<file path="config.mk">
export PLATFORM = sky130hd
export DESIGN_NAME = blit_cmd_exec
export DESIGN_NICKNAME = d
export VERILOG_FILES = /design/src/rtl/blit_pkg.sv /design/src/rtl/blit_rect_walker.sv /design/src/rtl/blit_cmd_exec.sv
export SDC_FILE = /design/constraint.sdc
export NUM_CORES = 1
export LEC_CHECK = 0
export ABC_CLOCK_PERIOD_IN_PS = 6050
export CORE_ASPECT_RATIO = 0.9
export CORE_UTILIZATION = 30
export DETAILED_ROUTE_END_ITERATION = 6
export GPL_TIMING_DRIVEN = 1
export PLACE_DENSITY = 0.51
export SETUP_SLACK_MARGIN = 0.4
export SYNTH_ARGS = -nofsm -noshare
export SYNTH_HDL_FRONTEND = slang
export SYNTH_SLANG_ARGS = --single-unit
</file>
<file path="constraint.sdc">
create_clock -name clock -period 6.05 [get_ports clock]
set_clock_uncertainty 0.05 [all_clocks]
set_input_delay 0.9075 -clock clock [delete_from_list [all_inputs] [get_ports clock]]
set_output_delay 0.9075 -clock clock [all_outputs]
set_load 0.005 [all_outputs]
</file>
<file path="src/rtl/blit_pkg.sv">
// Shared definitions for the blitter command executor: opcodes, command field
// positions, FSM states and the power-on clip window.
package blit_pkg;

   typedef enum logic [7:0] {
      OP_NOP       = 8'h00,
      OP_SET_CLIP  = 8'h01,
      OP_FILL_RECT = 8'h02
   } blit_op_e;

   typedef enum logic [1:0] {
      ST_IDLE,
      ST_DECODE,
      ST_RUN
   } blit_state_e;

   localparam int CMD_W      = 96;
   localparam int OPCODE_LSB = 88;
   localparam int COLOR_LSB  = 64;
   localparam int X_LSB      = 48;
   localparam int Y_LSB      = 32;
   localparam int W_LSB      = 16;
   localparam int H_LSB      = 0;

   localparam logic [15:0] CLIP_X0_DEFAULT = 16'd0;
   localparam logic [15:0] CLIP_Y0_DEFAULT = 16'd0;
   localparam logic [15:0] CLIP_X1_DEFAULT = 16'd640;
   localparam logic [15:0] CLIP_Y1_DEFAULT = 16'd480;

   function automatic logic [15:0] sat16(input logic [16:0] v);
      return v[16] ? 16'hFFFF : v[15:0];
   endfunction

endpackage

</file>
<file path="src/rtl/blit_rect_walker.sv">
// Raster iterator for one clipped rectangle: emits pixel requests x-fastest on a
// valid/ready handshake and pulses done when the last pixel is accepted.
module blit_rect_walker
   import blit_pkg::*;
(
   input  logic        clock,
   input  logic        reset,
   input  logic        start,
   input  logic [15:0] xs,
   input  logic [16:0] xe,
   input  logic [15:0] ys,
   input  logic [16:0] ye,
   input  logic [15:0] color,
   input  logic        pix_ready,
   output logic        pix_valid,
   output logic [15:0] pix_x,
   output logic [15:0] pix_y,
   output logic [15:0] pix_color,
   output logic        done
);

   logic [16:0] x_q, x_d, y_q, y_d;
   logic [16:0] xe_q, xe_d, ye_q, ye_d;
   logic [15:0] xs_q, xs_d, color_q, color_d;
   logic        valid_q, valid_d;
   logic        unused_hi;

   // Counters are 17 bits so a span ending past 0xFFFF still terminates.
   always_comb begin
      x_d     = x_q;
      y_d     = y_q;
      xs_d    = xs_q;
      xe_d    = xe_q;
      ye_d    = ye_q;
      color_d = color_q;
      valid_d = valid_q;
      done    = 1'b0;
      if (start) begin
         x_d     = {1'b0, xs};
         y_d     = {1'b0, ys};
         xs_d    = xs;
         xe_d    = xe;
         ye_d    = ye;
         color_d = color;
         valid_d = 1'b1;
      end else if (valid_q && pix_ready) begin
         if (x_q + 17'd1 < xe_q) begin
            x_d = x_q + 17'd1;
         end else begin
            x_d = {1'b0, xs_q};
            if (y_q + 17'd1 < ye_q) begin
               y_d = y_q + 17'd1;
            end else begin
               valid_d = 1'b0;
               done    = 1'b1;
            end
         end
      end
   end

   always_ff @(posedge clock) begin
      if (reset) begin
         x_q     <= '0;
         y_q     <= '0;
         xs_q    <= '0;
         xe_q    <= '0;
         ye_q    <= '0;
         color_q <= '0;
         valid_q <= 1'b0;
      end else begin
         x_q     <= x_d;
         y_q     <= y_d;
         xs_q    <= xs_d;
         xe_q    <= xe_d;
         ye_q    <= ye_d;
         color_q <= color_d;
         valid_q <= valid_d;
      end
   end

   assign pix_valid = valid_q;
   assign pix_x     = x_q[15:0];
   assign pix_y     = y_q[15:0];
   assign pix_color = color_q;
   assign unused_hi = x_q[16] ^ y_q[16];

endmodule

</file>
<file path="src/rtl/blit_cmd_exec.sv">
// Blitter command consumer: pops FIFO commands, decodes them and expands fills
// into pixel requests. Clip window support is built only with BLIT_CLIP_EN.
module blit_cmd_exec
   import blit_pkg::*;
(
   input  logic             clock,
   input  logic             reset,
   input  logic [CMD_W-1:0] cmd_in,
   input  logic             cmd_in_valid,
   output logic             next_cmd,
   output logic             pix_valid,
   input  logic             pix_ready,
   output logic [15:0]      pix_x,
   output logic [15:0]      pix_y,
   output logic [15:0]      pix_color,
   output logic             busy,
   output logic             illegal_cmd
);

   blit_state_e      state_q, state_d;
   logic [CMD_W-1:0] cmd_q, cmd_d;
   logic             illegal_q, illegal_d;

   logic [7:0]  f_op;
   logic [15:0] f_color, f_x, f_y, f_w, f_h;
   logic [16:0] x_end, y_end;
   logic [15:0] bnd_xs, bnd_ys;
   logic [16:0] bnd_xe, bnd_ye;
   logic        fill_empty;
   logic        walk_start, walk_done;
   logic        unused_ignored;

   assign f_op           = cmd_q[OPCODE_LSB +: 8];
   assign f_color        = cmd_q[COLOR_LSB +: 16];
   assign f_x            = cmd_q[X_LSB +: 16];
   assign f_y            = cmd_q[Y_LSB +: 16];
   assign f_w            = cmd_q[W_LSB +: 16];
   assign f_h            = cmd_q[H_LSB +: 16];
   assign unused_ignored = ^cmd_q[87:80];

   assign x_end = {1'b0, f_x} + {1'b0, f_w};
   assign y_end = {1'b0, f_y} + {1'b0, f_h};

`ifdef BLIT_CLIP_EN
   logic [15:0] clip_x0_q, clip_x0_d, clip_y0_q, clip_y0_d;
   logic [15:0] clip_x1_q, clip_x1_d, clip_y1_q, clip_y1_d;

   assign bnd_xs = (f_x > clip_x0_q) ? f_x : clip_x0_q;
   assign bnd_ys = (f_y > clip_y0_q) ? f_y : clip_y0_q;
   assign bnd_xe = (x_end < {1'b0, clip_x1_q}) ? x_end : {1'b0, clip_x1_q};
   assign bnd_ye = (y_end < {1'b0, clip_y1_q}) ? y_end : {1'b0, clip_y1_q};
`else
   assign bnd_xs = f_x;
   assign bnd_ys = f_y;
   assign bnd_xe = x_end;
   assign bnd_ye = y_end;
`endif

   assign fill_empty = ({1'b0, bnd_xs} >= bnd_xe) || ({1'b0, bnd_ys} >= bnd_ye);

   // Pops only from IDLE, so the FIFO head is always consumed one command at a time.
   always_comb begin
      state_d    = state_q;
      cmd_d      = cmd_q;
      illegal_d  = illegal_q;
      next_cmd   = 1'b0;
      walk_start = 1'b0;
`ifdef BLIT_CLIP_EN
      clip_x0_d  = clip_x0_q;
      clip_y0_d  = clip_y0_q;
      clip_x1_d  = clip_x1_q;
      clip_y1_d  = clip_y1_q;
`endif
      case (state_q)
         ST_IDLE: begin
            next_cmd = cmd_in_valid;
            if (cmd_in_valid) begin
               cmd_d   = cmd_in;
               state_d = ST_DECODE;
            end
         end
         ST_DECODE: begin
            state_d = ST_IDLE;
            case (f_op)
               OP_NOP: begin
               end
               OP_SET_CLIP: begin
`ifdef BLIT_CLIP_EN
                  clip_x0_d = f_x;
                  clip_y0_d = f_y;
                  clip_x1_d = sat16(x_end);
                  clip_y1_d = sat16(y_end);
`endif
               end
               OP_FILL_RECT: begin
                  if (!fill_empty) begin
                     walk_start = 1'b1;
                     state_d    = ST_RUN;
                  end
               end
               default: illegal_d = 1'b1;
            endcase
         end
         ST_RUN: begin
            if (walk_done) begin
               state_d = ST_IDLE;
            end
         end
         default: state_d = ST_IDLE;
      endcase
   end

   always_ff @(posedge clock) begin
      if (reset) begin
         state_q   <= ST_IDLE;
         cmd_q     <= '0;
         illegal_q <= 1'b0;
`ifdef BLIT_CLIP_EN
         clip_x0_q <= CLIP_X0_DEFAULT;
         clip_y0_q <= CLIP_Y0_DEFAULT;
         clip_x1_q <= CLIP_X1_DEFAULT;
         clip_y1_q <= CLIP_Y1_DEFAULT;
`endif
      end else begin
         state_q   <= state_d;
         cmd_q     <= cmd_d;
         illegal_q <= illegal_d;
`ifdef BLIT_CLIP_EN
         clip_x0_q <= clip_x0_d;
         clip_y0_q <= clip_y0_d;
         clip_x1_q <= clip_x1_d;
         clip_y1_q <= clip_y1_d;
`endif
      end
   end

   blit_rect_walker u_walker (
      .clock     (clock),
      .reset     (reset),
      .start     (walk_start),
      .xs        (bnd_xs),
      .xe        (bnd_xe),
      .ys        (bnd_ys),
      .ye        (bnd_ye),
      .color     (f_color),
      .pix_ready (pix_ready),
      .pix_valid (pix_valid),
      .pix_x     (pix_x),
      .pix_y     (pix_y),
      .pix_color (pix_color),
      .done      (walk_done)
   );

   assign busy        = (state_q != ST_IDLE);
   assign illegal_cmd = illegal_q;

endmodule
</file>
==> flow_summary_export.csv <==
group,metric,value,unit
synthesis,syn_area_per_cell,7.89,um2
global_route,overall_track_demand_over_capacity_in_global_routing,16.3,%
floorplanning,start_util,30.7,%
route,1st_pass_router_iterations,4,
sta,max_freq,193,MHz
worst_setup_path,rr_endpoint,"u_walker.x_q[10]",
clock_network,clock_path_buffers,2,
synthesis,synth.distinct_cells,56,
synthesis,synthesis.area,10800,um2
sta,final_critical_path_setup_slack,0.882,ns
min_path,hold_path_end,"u_walker.pix_color[7]",
worst_setup_path,endpoint_kind,"flop",
sta,setup_tns,0,ns
power_and_ir_drop,power_density,225,nW/um2
finish,filler_cell_count_in_the_final_layout,3772,
sta,hold_violations,0,
route,viasPerCell,4.76,
power_and_ir_drop,peakVddDrop,199,uV
global_route,vias_in_the_first_global_route,8865,
job,cap_violations,0,
finish,num_antenna_cells,0,
route,detail-route-antenna-nets,0,
global_route,grt.overflow.total,0,
clock_network,clk_root_buffer_cell,"sky130_fd_sc_hd__clkbuf_16",
synthesis,postSynth.asyncResetShare,0,%
worst_setup_path,crit_required,6.37,ns
placed_design,placement.cell_area,12400,um2
clock_network,postCtsSetupRepairBufs,0,
clock_network,cts-htree-levels,4,
synthesis,yosys_register_bits,192,
sta,report.final.slew_viol_count,0,
run_status,run_status,"finished, final reports clean",
sta,setup_repair_after_global_routing_missed_its_margin,"false",
synthesis,post_synth_inst_count,1373,
worst_setup_path,crit-reg2reg-launch,"cmd_q[33]",
sta,setup_viol,0,
finish,fin_nets,1647,
synthesis,seq_area_frac_synth,35.5,%
global_route,grt_pass1_wl,47.8,mm
sta,final.min_clock_period,5.17,ns
synthesis,ys_warn_count,0,
finish,post-route-cell-area,13000,um2
min_path,hold_path.startpoint,"cmd_q[71]",
clock_network,clock_sinks,192,
synthesis,synth_ff_type,"sky130_fd_sc_hd__dfxtp_1",
placed_design,port_buffers,143,
worst_setup_path,setup.worst_path.start_class,"flop",
global_route,grt_antenna_before_repair,4,
floorplanning,top_level_ports,152,
clock_network,skew_pair_late_insertion_delay,0.44,ns
worst_setup_path,reg2reg_slack,0.88,ns
route,finalWirelength,29.7,mm
floorplanning,die_x,202,um
clock_network,tritoncts_buffers,17,
worst_setup_path,worst-setup-path-type,"flop to flop",
route,wl_per_cell,15.4,um
floorplanning,core-area,35300,um2
route,initialDrtViolationCount,574,
finish,mostFrequentLayoutCells,"323 x sky130_fd_sc_hd__nand2_1, 211 x sky130_fd_sc_hd__a21oi_1, 192 x sky130_fd_sc_hd__dfxtp_1",
worst_setup_path,critical_path_peak_fanout,91,
floorplanning,std_cell_rows,65,
finish,final_common_cell,"sky130_fd_sc_hd__nand2_1",
min_path,hold_depth,2,
sta,timing_worst_slew_pin_value,1.23,ns
clock_network,cts_hold_buf,0,
clock_network,cts.repair.resized,0,
floorplanning,dieArea,36900,um2
finish,layout-drive-gt1-share,3.84,%
placed_design,gp_congestion,0.825,
finish,area_overhead_of_the_layout_relative_to_synthesis,20.1,%
route,route.detailed.drc,0,
worst_setup_path,reg2regPathDepth,18,
sta,post-route-period-util,85.4,%
sta,slew_headroom,17.1,%
min_path,worstHoldPathType,"flop to flop",
clock_network,clock_tree_from_tritoncts,"done",
placed_design,detailedPlace.worstSlack,0.910,ns
synthesis,synth-edff-count,0,
clock_network,path_clk_slew,0.08,ns
power_and_ir_drop,p_leak,4.90,nW
global_route,grt_start_max_net_pins,92,
route,num_vias,9191,
synthesis,synth_fp_nets,1573,
worst_setup_path,timing.critical_path.arrival,5.49,ns
placed_design,hpwlAfterDp,21.9,mm
floorplanning,chipHeight,182,um
## worst max-delay path, cell delays in order, from the launching register on
cell,delay (ns)
sky130_fd_sc_hd__dfxtp_1,0.50
sky130_fd_sc_hd__ha_1,0.31
sky130_fd_sc_hd__a211oi_1,0.30
sky130_fd_sc_hd__o21ai_0,0.20
sky130_fd_sc_hd__a211oi_1,0.41
sky130_fd_sc_hd__a21oi_1,0.18
sky130_fd_sc_hd__a31oi_1,0.31
sky130_fd_sc_hd__o21ai_0,0.22
sky130_fd_sc_hd__xnor2_1,0.17
sky130_fd_sc_hd__ha_1,0.30
sky130_fd_sc_hd__nand3_1,0.11
sky130_fd_sc_hd__nor4_1,0.29
sky130_fd_sc_hd__nand2_1,0.10
sky130_fd_sc_hd__nand2_1,0.08
sky130_fd_sc_hd__o21bai_1,0.14
sky130_fd_sc_hd__o221ai_4,0.61
sky130_fd_sc_hd__buf_12,0.41
sky130_fd_sc_hd__o221ai_1,0.19
sky130_fd_sc_hd__a21oi_1,0.18
## worst max-delay path by stage
stage / from / to / slack (ns) / depth (start not counted)
2_1_floorplan: cmd_q[48] / u_walker.ye_q[15] / 1.73 / 16
3_3_place_gp: cmd_q[32] / u_walker.x_q[6] / 0.96 / 18
3_5_place_dp: cmd_q[33] / u_walker.x_q[10] / 0.91 / 18
4_1_cts: cmd_q[48] / u_walker.ye_q[15] / 0.89 / 16
5_1_grt: cmd_q[33] / u_walker.x_q[10] / 0.44 / 18
6_report: cmd_q[33] / u_walker.x_q[10] / 0.88 / 18
## where the power goes
part,switching [mW],internal (mW),total [mW]
Combinational,0.241,0.195,0.436
Clock,0.558,0.594,1.15
Sequential,0.0416,1.30,1.34
Total,0.841,2.09,2.93
## metal layers
metal / GRT usage (%) / up-vias / routed length [um]
li1: - / 4833 / -
met5: 0 / - / 31
met3: 4.63 / 24 / 1720
met4: 3.85 / 4 / 273
met1: 24.1 / 4165 / 16000
met2: 22.8 / 165 / 11600
## layout make-up
type                    instances  area [um2]  share of cell area, %
clock inverters                14         149                   1.14
clock buffers                  18         439                   3.37
repair buffers                153        1520                   11.7
inverters                      47         176                   1.36
multi-input cells            1036        6300                   48.4
well taps                     469         587                   4.51
flip-flops and latches        192        3840                   29.5
## synth_stat cells (2+ instances only)
cell type                  instances  area [um2]
sky130_fd_sc_hd__nand2_1         324        1220
sky130_fd_sc_hd__a21oi_1         211        1060
sky130_fd_sc_hd__dfxtp_1         192        3840
sky130_fd_sc_hd__ha_1             98        1230
sky130_fd_sc_hd__nor2_1           52         195
sky130_fd_sc_hd__clkbuf_1         50         188
sky130_fd_sc_hd__xor2_1           48         420
sky130_fd_sc_hd__inv_1            46         173
sky130_fd_sc_hd__o21ai_0          43         215
sky130_fd_sc_hd__nand3_1          40         200
sky130_fd_sc_hd__buf_4            33         248
sky130_fd_sc_hd__xnor2_1          27         236
sky130_fd_sc_hd__a211oi_1         20         150
sky130_fd_sc_hd__nand2b_1         20         125
sky130_fd_sc_hd__mux2i_1          14         140
sky130_fd_sc_hd__a21o_1           13        97.6
sky130_fd_sc_hd__buf_2            12        60.1
sky130_fd_sc_hd__nor3_1           12        60.1
sky130_fd_sc_hd__o21a_1           11        82.6
sky130_fd_sc_hd__and3_1            9        56.3
sky130_fd_sc_hd__o21bai_1          9        67.6
sky130_fd_sc_hd__a31oi_1           8        50.1
sky130_fd_sc_hd__o211ai_1          8        60.1
sky130_fd_sc_hd__nand4_1           7        43.8
sky130_fd_sc_hd__nor2b_1           7        43.8
sky130_fd_sc_hd__a211o_1           5        43.8
sky130_fd_sc_hd__nor4_1            5        31.3
sky130_fd_sc_hd__o221ai_1          5        43.8
sky130_fd_sc_hd__nand3b_1          4        30.0
sky130_fd_sc_hd__a211oi_2          3        37.5
sky130_fd_sc_hd__a21boi_0          3        22.5
sky130_fd_sc_hd__and2_1            3        18.8
sky130_fd_sc_hd__buf_6             3        33.8
sky130_fd_sc_hd__or3_1             3        18.8
sky130_fd_sc_hd__fa_1              2        40.0
sky130_fd_sc_hd__o31a_1            2        17.5
sky130_fd_sc_hd__o31ai_1           2        15.0
## cells by family (layout without fill, tap and decap cells)
family / count (synthesis) / count (layout) / synth area share (%)
XOR/XNOR: 75 / 75 / 6.06
AO/OA/AOI/OAI: 357 / 357 / 19.8
adder cells (fa/ha/maj): 100 / 100 / 11.7
AND/OR/NAND/NOR: 490 / 490 / 19.2
flip-flops: 192 / 192 / 35.5
multiplexers: 14 / 14 / 1.29
buffers and inverters: 145 / 232 / 6.51
## state kept, by name, indices dropped and copies added (netlist names)
| signal | count |
|---|---|
| u_walker.pix_valid | 1 |
| cmd_q | 88 |
| u_walker.xe_q | 17 |
| state_q | 2 |
| u_walker.xs_q | 16 |
| u_walker.pix_color | 16 |
| u_walker.x_q | 17 |
| illegal_cmd | 1 |
| u_walker.y_q | 17 |
| u_walker.ye_q | 17 |
## through the flow
step	cells	hold slack, ns	util, %	total power [mW]
final	1929	0.402	36.9	2.93
after global routing	1929	0.413	36.9	3.07
after CTS	1929	0.406	36.9	2.97
after detailed placement	1897	0.394	35.2	1.81
after global placement	1897	0.387	35.2	1.81
after floorplan	1373	0.382	-	1.65
Note: power is estimated with default switching activity, not from simulation.
